--- src/rtl/icache_mshr_txreq_arb.sv ---
// icache_mshr_txreq_arb
// Round-robin arbiter between the icache MSHR entries and the downstream line-fill bus.
// Granted requests go through a small registered FIFO. Each entry has two line slots (A and B).
// Each slot has an outstanding bit, so a line is never requested twice while it is in flight.
// The last response beat of a line clears its bit and sends a one-cycle done pulse to the entry.
// The payload is carried as a flat vector. Bit 0 of the payload is the lineA flag.
// Optional feature macro: ICACHE_TXREQ_RSP_CHK_EN. When it is defined, rsp_err is built as a
// sticky flag for bad response beats. When it is undefined, rsp_err is tied to 0.
// ENTRY_NUM must be at least 2 so that the entry index field is not empty.
module icache_mshr_txreq_arb #(
    parameter int ENTRY_NUM   = 8,
    parameter int QUEUE_DEPTH = 2,
    parameter int RSP_BEATS   = 4,
    parameter int PLD_W       = 16,
    parameter int IDX_W       = $clog2(ENTRY_NUM)
) (
    input  logic                            clk,
    input  logic                            rst_n,
    input  logic [ENTRY_NUM-1:0]            v_txreq_vld,
    output logic [ENTRY_NUM-1:0]            v_txreq_rdy,
    input  logic [ENTRY_NUM-1:0][PLD_W-1:0] v_txreq_pld,
    output logic                            ds_req_vld,
    input  logic                            ds_req_rdy,
    output logic [PLD_W-1:0]                ds_req_pld,
    output logic [IDX_W:0]                  ds_req_txnid,
    input  logic                            ds_rsp_vld,
    output logic                            ds_rsp_rdy,
    input  logic [IDX_W:0]                  ds_rsp_txnid,
    input  logic                            ds_rsp_last,
    output logic [ENTRY_NUM-1:0]            v_linefillA_done,
    output logic [ENTRY_NUM-1:0]            v_linefillB_done,
    output logic                            rsp_err
);

    localparam int PTR_W  = (QUEUE_DEPTH > 1) ? $clog2(QUEUE_DEPTH) : 1;
    localparam int CNT_W  = $clog2(QUEUE_DEPTH + 1);
    localparam int BEAT_W = $clog2(RSP_BEATS + 1);

    logic [ENTRY_NUM-1:0] out_a;
    logic [ENTRY_NUM-1:0] out_b;
    logic [ENTRY_NUM-1:0] req_line_a;
    logic [ENTRY_NUM-1:0] eligible;
    logic [ENTRY_NUM-1:0] grant;
    logic [ENTRY_NUM-1:0] set_a;
    logic [ENTRY_NUM-1:0] set_b;
    logic [ENTRY_NUM-1:0] clr_a;
    logic [ENTRY_NUM-1:0] clr_b;
    logic [ENTRY_NUM-1:0] done_a_q;
    logic [ENTRY_NUM-1:0] done_b_q;
    logic [IDX_W-1:0]     rr_ptr;
    logic [IDX_W-1:0]     winner;
    logic                 any_grant;

    logic [PLD_W-1:0]     q_pld   [QUEUE_DEPTH];
    logic [IDX_W:0]       q_txnid [QUEUE_DEPTH];
    logic [PTR_W-1:0]     wr_ptr;
    logic [PTR_W-1:0]     rd_ptr;
    logic [PTR_W-1:0]     head_ptr;
    logic [CNT_W-1:0]     q_cnt;
    logic                 queue_full;
    logic                 queue_empty;
    logic                 push;
    logic                 pop;

    logic [BEAT_W-1:0]    beat_cnt;
    logic [IDX_W-1:0]     rsp_idx;
    logic                 rsp_line_a;
    logic                 rsp_idx_ok;
    logic                 last_beat;

    function automatic logic [PTR_W-1:0] next_ptr(input logic [PTR_W-1:0] p);
        return (int'(p) == QUEUE_DEPTH - 1) ? '0 : p + PTR_W'(1);
    endfunction

    assign queue_empty  = (q_cnt == '0);
    assign queue_full   = (q_cnt == CNT_W'(QUEUE_DEPTH));
    assign push         = any_grant & ~queue_full;
    assign pop          = ds_req_vld & ds_req_rdy;
    assign v_txreq_rdy  = grant & {ENTRY_NUM{~queue_full}};
    assign ds_req_vld   = ~queue_empty;
    assign ds_rsp_rdy   = 1'b1;

    assign rsp_idx      = ds_rsp_txnid[IDX_W:1];
    assign rsp_line_a   = ds_rsp_txnid[0];
    assign rsp_idx_ok   = (int'(rsp_idx) < ENTRY_NUM);
    assign last_beat    = ds_rsp_vld & ds_rsp_last;

    assign v_linefillA_done = done_a_q;
    assign v_linefillB_done = done_b_q;

    // An entry may compete only if the line it targets is not already in flight
    always_comb begin
        req_line_a = '0;
        eligible   = '0;
        for (int i = 0; i < ENTRY_NUM; i++) begin
            req_line_a[i] = v_txreq_pld[i][0];
            eligible[i]   = v_txreq_vld[i] & ~(req_line_a[i] ? out_a[i] : out_b[i]);
        end
    end

    // Round-robin pick: the first eligible entry found scanning upward from rr_ptr
    always_comb begin
        grant     = '0;
        winner    = '0;
        any_grant = 1'b0;
        for (int o = 0; o < ENTRY_NUM; o++) begin
            if (!any_grant && eligible[(int'(rr_ptr) + o) % ENTRY_NUM]) begin
                grant[(int'(rr_ptr) + o) % ENTRY_NUM] = 1'b1;
                winner    = IDX_W'((int'(rr_ptr) + o) % ENTRY_NUM);
                any_grant = 1'b1;
            end
        end
    end

    // Set and clear masks for the outstanding bits, from the request and response sides
    always_comb begin
        set_a = '0;
        set_b = '0;
        clr_a = '0;
        clr_b = '0;
        if (push) begin
            if (req_line_a[winner]) begin
                set_a[winner] = 1'b1;
            end else begin
                set_b[winner] = 1'b1;
            end
        end
        if (last_beat && rsp_idx_ok) begin
            clr_a[rsp_idx] = rsp_line_a;
            clr_b[rsp_idx] = ~rsp_line_a;
        end
    end

    // When the queue is empty, show the most recently popped slot so the outputs hold their last value
    always_comb begin
        head_ptr = rd_ptr;
        if (queue_empty) begin
            head_ptr = (rd_ptr == '0) ? PTR_W'(QUEUE_DEPTH - 1) : rd_ptr - PTR_W'(1);
        end
    end

    assign ds_req_pld   = q_pld[head_ptr];
    assign ds_req_txnid = q_txnid[head_ptr];

    // Advance the rr pointer one past the entry that has just been handshaked
    always_ff @(posedge clk or negedge rst_n) begin
        if (!rst_n) begin
            rr_ptr <= '0;
        end else if (push) begin
            rr_ptr <= (int'(winner) == ENTRY_NUM - 1) ? '0 : winner + IDX_W'(1);
        end
    end

    // FIFO pointers and occupancy; pushing and popping in the same cycle leaves the count unchanged
    always_ff @(posedge clk or negedge rst_n) begin
        if (!rst_n) begin
            wr_ptr <= '0;
            rd_ptr <= '0;
            q_cnt  <= '0;
        end else begin
            if (push) begin
                wr_ptr <= next_ptr(wr_ptr);
            end
            if (pop) begin
                rd_ptr <= next_ptr(rd_ptr);
            end
            if (push && !pop) begin
                q_cnt <= q_cnt + CNT_W'(1);
            end else if (!push && pop) begin
                q_cnt <= q_cnt - CNT_W'(1);
            end
        end
    end

    // FIFO storage, written with the winner's payload and its {entry, lineA} tag
    always_ff @(posedge clk or negedge rst_n) begin
        if (!rst_n) begin
            for (int d = 0; d < QUEUE_DEPTH; d++) begin
                q_pld[d]   <= '0;
                q_txnid[d] <= '0;
            end
        end else if (push) begin
            q_pld[wr_ptr]   <= v_txreq_pld[winner];
            q_txnid[wr_ptr] <= {winner, req_line_a[winner]};
        end
    end

    // Outstanding bits per entry and line; a set and a clear on different bits both apply
    always_ff @(posedge clk or negedge rst_n) begin
        if (!rst_n) begin
            out_a <= '0;
            out_b <= '0;
        end else begin
            out_a <= (out_a & ~clr_a) | set_a;
            out_b <= (out_b & ~clr_b) | set_b;
        end
    end

    // Done pulses follow one cycle after the last beat and last for exactly one cycle
    always_ff @(posedge clk or negedge rst_n) begin
        if (!rst_n) begin
            done_a_q <= '0;
            done_b_q <= '0;
        end else begin
            done_a_q <= clr_a;
            done_b_q <= clr_b;
        end
    end

    // Count the beats of the current line; the count restarts after the last beat
    always_ff @(posedge clk or negedge rst_n) begin
        if (!rst_n) begin
            beat_cnt <= '0;
        end else if (ds_rsp_vld) begin
            beat_cnt <= ds_rsp_last ? '0 : beat_cnt + BEAT_W'(1);
        end
    end

`ifdef ICACHE_TXREQ_RSP_CHK_EN
    localparam logic [BEAT_W:0] BEATS_C = (BEAT_W + 1)'(RSP_BEATS);

    logic           beat_known;
    logic [BEAT_W:0] beat_next;
    logic           err_now;
    logic           rsp_err_q;

    // Flag a beat whose tag is not in flight, a last beat that arrives early, or a line that runs too long
    always_comb begin
        beat_known = 1'b0;
        if (rsp_idx_ok) begin
            beat_known = rsp_line_a ? out_a[rsp_idx] : out_b[rsp_idx];
        end
        beat_next = {1'b0, beat_cnt} + (BEAT_W + 1)'(1);
        err_now   = ds_rsp_vld &&
                    (!beat_known ||
                     (ds_rsp_last && (beat_next != BEATS_C)) ||
                     (!ds_rsp_last && (beat_next >= BEATS_C)));
    end

    // Once an error is seen, the flag stays set until reset
    always_ff @(posedge clk or negedge rst_n) begin
        if (!rst_n) begin
            rsp_err_q <= 1'b0;
        end else if (err_now) begin
            rsp_err_q <= 1'b1;
        end
    end

    assign rsp_err = rsp_err_q;
`else
    assign rsp_err = 1'b0;
`endif

endmodule

--- config.mk ---
export PLATFORM = sky130hd
export DESIGN_NAME = icache_mshr_txreq_arb
export DESIGN_NICKNAME = d
export VERILOG_FILES = /design/src/rtl/icache_mshr_txreq_arb.sv
export SDC_FILE = /design/constraint.sdc
export NUM_CORES = 1
export LEC_CHECK = 0
export ABC_CLOCK_PERIOD_IN_PS = 4600
export BUFFER_PORTS_ARGS = -buffer_cell sky130_fd_sc_hd__buf_2
export CAP_MARGIN = 20
export CORE_UTILIZATION = 30
export DETAILED_ROUTE_END_ITERATION = 10
export PLACE_DENSITY = 0.51
export REMOVE_ABC_BUFFERS = 1
export SLEW_MARGIN = 20
export SYNTH_ARGS = -nofsm -noshare
export SYNTH_HDL_FRONTEND = slang
export SYNTH_SLANG_ARGS = --single-unit
--- constraint.sdc ---
create_clock -name clk -period 4.6 [get_ports clk]
set_clock_uncertainty 0.1 [all_clocks]
set_input_delay 0.69 -clock clk [delete_from_list [all_inputs] [get_ports clk]]
set_output_delay 0.69 -clock clk [all_outputs]
set_load 0.03 [all_outputs]
==> flow_summary_export.csv, run 1 <==
group,metric,value,unit
sta,post-route-min-period,4.43,ns
setup_path,rrSetupSlack,0.50,ns
sta,finalCritPeriodShare,96.4,%
sta,worstMarginPinSlew,0.547,ns
cts,post_cts_buffers,0,
setup_path,path_max_fanout,11,
sta,setup_violations,0,
floorplanning,die_h,145,um
grt,track_usage,18.6,%
drt,dr.pass1.iters,5,
floorplanning,dieArea,20900,um^2
grt,grt_max_degree,78,
floorplanning,rows,51,
job,max-cap-violations,0,
floorplanning,initial_core_util,30.9,%
cts,cts_max_level,3,
drt,via_per_inst,5.22,
place,hpwl,14.4,mm
drt,wirelength,19.0,mm
setup_path,cp-end-kind,"output port",
logic_synthesis,ys_seq_elements,77,
sta,slew_violations,0,
cts,cts_tree,"built",
floorplanning,core-area,19700,um^2
setup_path,crit_end,"v_txreq_rdy[0]",
cts,cts-root-buf,"clkbuf_16",
grt,grt_pass1_wl,30.1,mm
logic_synthesis,ys_seq_area_share,31.6,%
logic_synthesis,synth_edf_count,0,
grt,antenna_found_initial,0,
cells_and_area,postLayoutCoreUtil,39.9,%
cts,clk_latency,0.33,ns
cts,numCtsBuffers,9,
logic_synthesis,avgSynthCellArea,9.30,um^2
setup_path,regToRegEndpoint,"q_pld[31]",
cts,path_clk_slew,0.06,ns
logic_synthesis,ys_types,65,
place,routabilityCongestion,0.858,
drt,vias,5798,
logic_synthesis,ys_async_sr_fraction,100,%
cts,cts.sink_count,77,
drt,ant_nets,0,
grt,gr-total-overflow,0,
logic_synthesis,synthCells,655,
setup_path,crit_type,"flop to output port",
drt,wire_per_inst,17.1,um
cts,cts_buffer_depth,2,
min_path,hold_path.class,"input port to async pin",
drt,drtIter0Drc,299,
setup_path,worstPathRequired,3.81,ns
floorplanning,io_pins,192,
cells_and_area,syn_to_final_growth,29.0,%
floorplanning,die_w,145,um
setup_path,worst_r2r_startpoint,"rr_ptr[1]",
setup_path,rr_worst_depth,13,
cells_and_area,fin_nets,995,
cells_and_area,antenna_cells,0,
logic_synthesis,synth_ff_type,"dfrtp_1",
status,status,"finished clean",
logic_synthesis,ys_warn_count,0,
grt,first_global_vias,5709,
sta,timing.final.hold_violations,0,
sta,max_freq,226,MHz
setup_path,cp-start-kind,"flop",
sta,relSlewSlack,62.5,%
cells_and_area,final_layout_size_suffix_gt1_share,40.4,%
setup_path,worstSetupStartpoint,"rr_ptr[1]",
drt,drc,0,
place,io_buffers,189,
setup_path,arrival,3.64,ns
logic_synthesis,syn_area,6090,um^2
==> worst max-delay path: stages, from the launching register on <==
cell,delay (ns)
dfrtp_1,0.34
clkinv_1,0.11
ha_4,0.36
nor2b_1,0.08
a32o_1,0.23
mux4_2,0.53
or2_1,0.26
buf_4,0.16
nor4bb_2,0.36
nand2_1,0.09
nand2_1,0.12
mux2i_1,0.11
a211oi_1,0.30
buf_2,0.26
==> repair_timing <==
action | in CTS | in global routing
resized for setup | 2 | 16
endpoints found under the setup margin | 5 | 7
hold buffers | 0 | 0
==> per-layer routing <==
metal,global-route usage [%],share of wire (%),vias to the layer above
met5,0,0,-
met4,3.10,0.66,0
met3,3.18,4.7,12
met2,33.1,50,175
met1,23.7,45,2779
li1,-,-,2832
==> flip-flops by register name, summed over array words and instances (netlist names) <==
name,cells
q_pld,30
out_a,8
out_b,8
q_txnid,8
v_linefillA_done,8
v_linefillB_done,8
rr_ptr,3
q_cnt,2
rd_ptr,1
wr_ptr,1
==> metrics by stage <==
stage | worst slack, ns | std cells | cell area, um^2 | hold slack [ns] | TNS [ns]
3_3_place_gp | 0.145 | 1094 | 7420 | 0.360 | 0
4_1_cts | 0.0652 | 1109 | 7770 | 0.383 | 0
3_5_place_dp | 0.140 | 1094 | 7420 | 0.368 | 0
6_report | 0.166 | 1110 | 7860 | 0.213 | 0
2_1_floorplan | -1.85 | 610 | 5860 | 0.294 | -94.18
5_1_grt | -0.00599 | 1110 | 7860 | 0.248 | -0.00599
==> cell usage in the layout (no fill, tap or decap), types with 4 or more instances in the layout <==
master       n
mux4_2      11
or3_1        5
a32oi_1      4
a21oi_1      7
a211oi_1     4
clkbuf_16    9
nor3_1      10
buf_12       4
nand2_1    109
o22ai_1     10
o31ai_1      6
nand3_1      4
inv_1       12
o211ai_1    17
mux2i_1     44
buf_4       29
xnor2_1      4
a22oi_1      7
and2_1      10
nor2_1      27
o21ai_0     23
dfrtp_1     77
o221ai_1    34
ha_1         7
buf_2      186
nor2b_1     11
o21ai_1     17
mux2_2      64
nand2b_1     8
and3_1       4
a221oi_1     4
mux2i_2      4
a222oi_1     4
o22a_1       5
==> cells in the mapped netlist (5+ instances only) <==
| library cell | instances | area [um^2] |
|---|---|---|
| o21ai_0 | 23 | 115 |
| a221oi_1 | 5 | 43.8 |
| ha_1 | 9 | 113 |
| nand2_1 | 109 | 409 |
| nor2b_1 | 11 | 68.8 |
| o21ai_1 | 17 | 85.1 |
| a211oi_1 | 5 | 37.5 |
| nand2b_1 | 8 | 50.1 |
| o211ai_1 | 17 | 128 |
| clkbuf_1 | 21 | 78.8 |
| and2_1 | 10 | 62.6 |
| o221ai_1 | 34 | 298 |
| buf_2 | 12 | 60.1 |
| mux2_2 | 64 | 721 |
| mux4_2 | 11 | 248 |
| a22oi_1 | 7 | 52.6 |
| buf_4 | 5 | 37.5 |
| a21oi_1 | 7 | 35.0 |
| o22a_1 | 5 | 43.8 |
| dfrtp_1 | 77 | 1930 |
| nor2_1 | 27 | 101 |
| mux2i_1 | 48 | 480 |
| nor3_1 | 11 | 55.1 |
| or3_1 | 6 | 37.5 |
| o22ai_1 | 10 | 62.6 |
| o31ai_1 | 6 | 45.0 |
| inv_1 | 12 | 45.0 |
==> logic make-up (layout without fill, tap and decap cells) <==
kind of cell / Yosys count / in the layout / share of synthesized area, %
compound gates: 167 / 167 / 20.6
mux: 124 / 124 / 24.1
xor+xnor: 8 / 8 / 1.15
fa+ha+maj: 9 / 9 / 1.85
flops: 77 / 77 / 31.6
simple gates: 207 / 207 / 15.8
other cells: 2 / 2 / 0.123
buf+inv: 61 / 251 / 4.80
==> how the worst min path moves through the flow <==
stage,start,to,cells after the start
finish,rst_n,v_linefillA_done[7],1
global route,rst_n,v_linefillA_done[7],1
CTS,q_pld[25],q_pld[25],2
detailed placement,q_pld[25],q_pld[25],2
global placement,q_txnid[6],q_txnid[6],2
floorplan,rst_n,out_a[0],0
==> cell type report <==
type / count / area [um^2]
repair buffers: 220 / 1240
clock buffers: 12 / 267
clock inverters: 3 / 67.6
fillers: 2019 / 11900
inverters: 16 / 60.1
well taps: 265 / 332
flip-flops and latches: 77 / 1930
multi-input cells: 517 / 3970
Power of run 1 is not shown: default switching activity piles up to over one toggle a cycle in this logic, so the estimate is an artifact.
==> run 2: changes to the inputs <==
--- a/config.mk
+++ b/config.mk
@@ -10,7 +10,6 @@
 export CAP_MARGIN = 20
 export CORE_UTILIZATION = 30
 export DETAILED_ROUTE_END_ITERATION = 10
-export PLACE_DENSITY = 0.51
 export REMOVE_ABC_BUFFERS = 1
 export SLEW_MARGIN = 20
 export SYNTH_ARGS = -nofsm -noshare
==> flow_summary_export.csv, run 2 (synthesized netlist as in run 1, its figures left out) <==
group,metric,value,unit
cells_and_area,mostFrequentLayoutCells,"buf_2, nand2_1, dfrtp_1, mux2_2, mux2i_1",
sta,relSlewSlack,34.6,%
cells_and_area,postLayoutCoreUtil,39.8,%
drt,dr.pass1.iters,5,
sta,slew_violations,0,
cts,clk_latency,0.33,ns
drt,drc,0,
min_path,hold_path.class,"flop to flop",
setup_path,path_max_fanout,9,
cells_and_area,syn_to_final_growth,28.8,%
grt,antenna_found_initial,0,
floorplanning,die_w,145,um
setup_path,arrival,3.68,ns
place,io_buffers,189,
drt,drtIter0Drc,385,
cts,numCtsBuffers,9,
grt,first_global_vias,5669,
floorplanning,dieArea,20900,um^2
grt,gr-total-overflow,0,
sta,finalCritPeriodShare,97.1,%
floorplanning,initial_core_util,30.9,%
cts,path_clk_slew,0.06,ns
cts,holdBufCountCts,0,
sta,setup_violations,0,
cells_and_area,layout_commonest_cell,"buf_2",
cells_and_area,final_layout_size_suffix_gt1_share,40.8,%
grt,grt_pass1_wl,29.5,mm
job,max-cap-violations,0,
grt,grt_max_degree,78,
cts,cts_max_level,3,
floorplanning,core-area,19700,um^2
sta,post-route-min-period,4.47,ns
place,routabilityCongestion,0.891,
drt,wirelength,18.6,mm
drt,via_per_inst,5.28,
cells_and_area,post-route-cell-area,7850,um^2
status,status,"finished clean",
cells_and_area,largest_register_ffs,30,
cells_and_area,antenna_cells,0,
cts,cts-root-buf,"clkbuf_16",
drt,wire_per_inst,16.7,um
floorplanning,io_pins,192,
sta,timing.final.hold_violations,0,
cts,cts_buffer_depth,2,
sta,max_freq,224,MHz
sta,worstMarginPinSlew,0.982,ns
setup_path,worstPathRequired,3.81,ns
cells_and_area,regMostFlops,"q_pld",
floorplanning,rows,51,
sta,tns,0,ns
drt,vias,5863,
setup_path,cp-start-kind,"flop",
place,placed_area,7420,um^2
cts,cts.sink_count,77,
setup_path,crit_type,"flop to output port",
setup_path,cp-end-kind,"output port",
grt,track_usage,18.3,%
place,hpwl,14.2,mm
cts,cts_tree,"built",
cells_and_area,fillers,1994,
drt,ant_nets,0,
sta,holdWs,0.379,ns
cells_and_area,fin_nets,996,
floorplanning,die_h,145,um
## run 2: cell types whose count changed in the layout (fill, tap and decap cells not counted), sizes merged
cell	delta
inv	+1
clkinvlp	+1
clkinv	+1
clkbuf	-2
## run 2: final timing paths
check,to,cells past startpoint,slack [ns],start
max,v_txreq_rdy[5],13,0.13,rr_ptr[0]
min,q_pld[24],2,0.38,q_pld[24]
max reg2reg,rr_ptr[0],15,0.45,rr_ptr[0]
min reg2reg,q_pld[24],2,0.38,q_pld[24]
max in group asynchronous,q_pld[11],1,3.35,rst_n
min in group asynchronous,v_linefillA_done[6],1,0.42,rst_n
## run 2: final cells by class
| cell class | instances | area [um^2] | area share, % |
|---|---|---|---|
| clock buffers | 9 | 225 | 2.87 |
| clock inverters | 6 | 88.8 | 1.13 |
| inverters | 16 | 61.3 | 0.781 |
| multi-input cells | 517 | 3970 | 50.5 |
| flip-flops and latches | 77 | 1930 | 24.5 |
| well taps | 265 | 332 | 4.22 |
| repair buffers | 221 | 1250 | 15.9 |
## run 2: what timing repair did
action,CTS,global route
gates resized for setup,3,20
endpoints found under the setup margin,8,8
endpoints found under the hold margin,0,0
pin swaps,0,2
buffers inserted,0,2
## run 2: metal layers
metal	up-vias	GRT usage [%]	share of wire [%]
met1	2762	23.8	44
li1	2838	-	-
met5	-	0	0
met2	248	31.5	48
met4	0	3.05	0.96
met3	15	3.87	6.4
## run 2: stage by stage
step | setup slack, ns | cells
after floorplan | -1.85 | 610
after CTS | 0.0123 | 1109
after global routing | -0.00935 | 1111
after global placement | 0.141 | 1094
after detailed placement | 0.120 | 1094
final | 0.132 | 1111
## run 2: critical path, cell delays in order (launching register included)
cell and delay (ns):
dfrtp_1 0.40, inv_2 0.08, ha_4 0.21, buf_4 0.17, a32o_2 0.28, mux4_2 0.53
or4b_4 0.62, nor4_4 0.23, a21oi_1 0.10, mux2_2 0.30, nor2_1 0.09, a21oi_1 0.04
nor2_1 0.09, clkbuf_4 0.19
Power of run 2 is left out for the same reason.
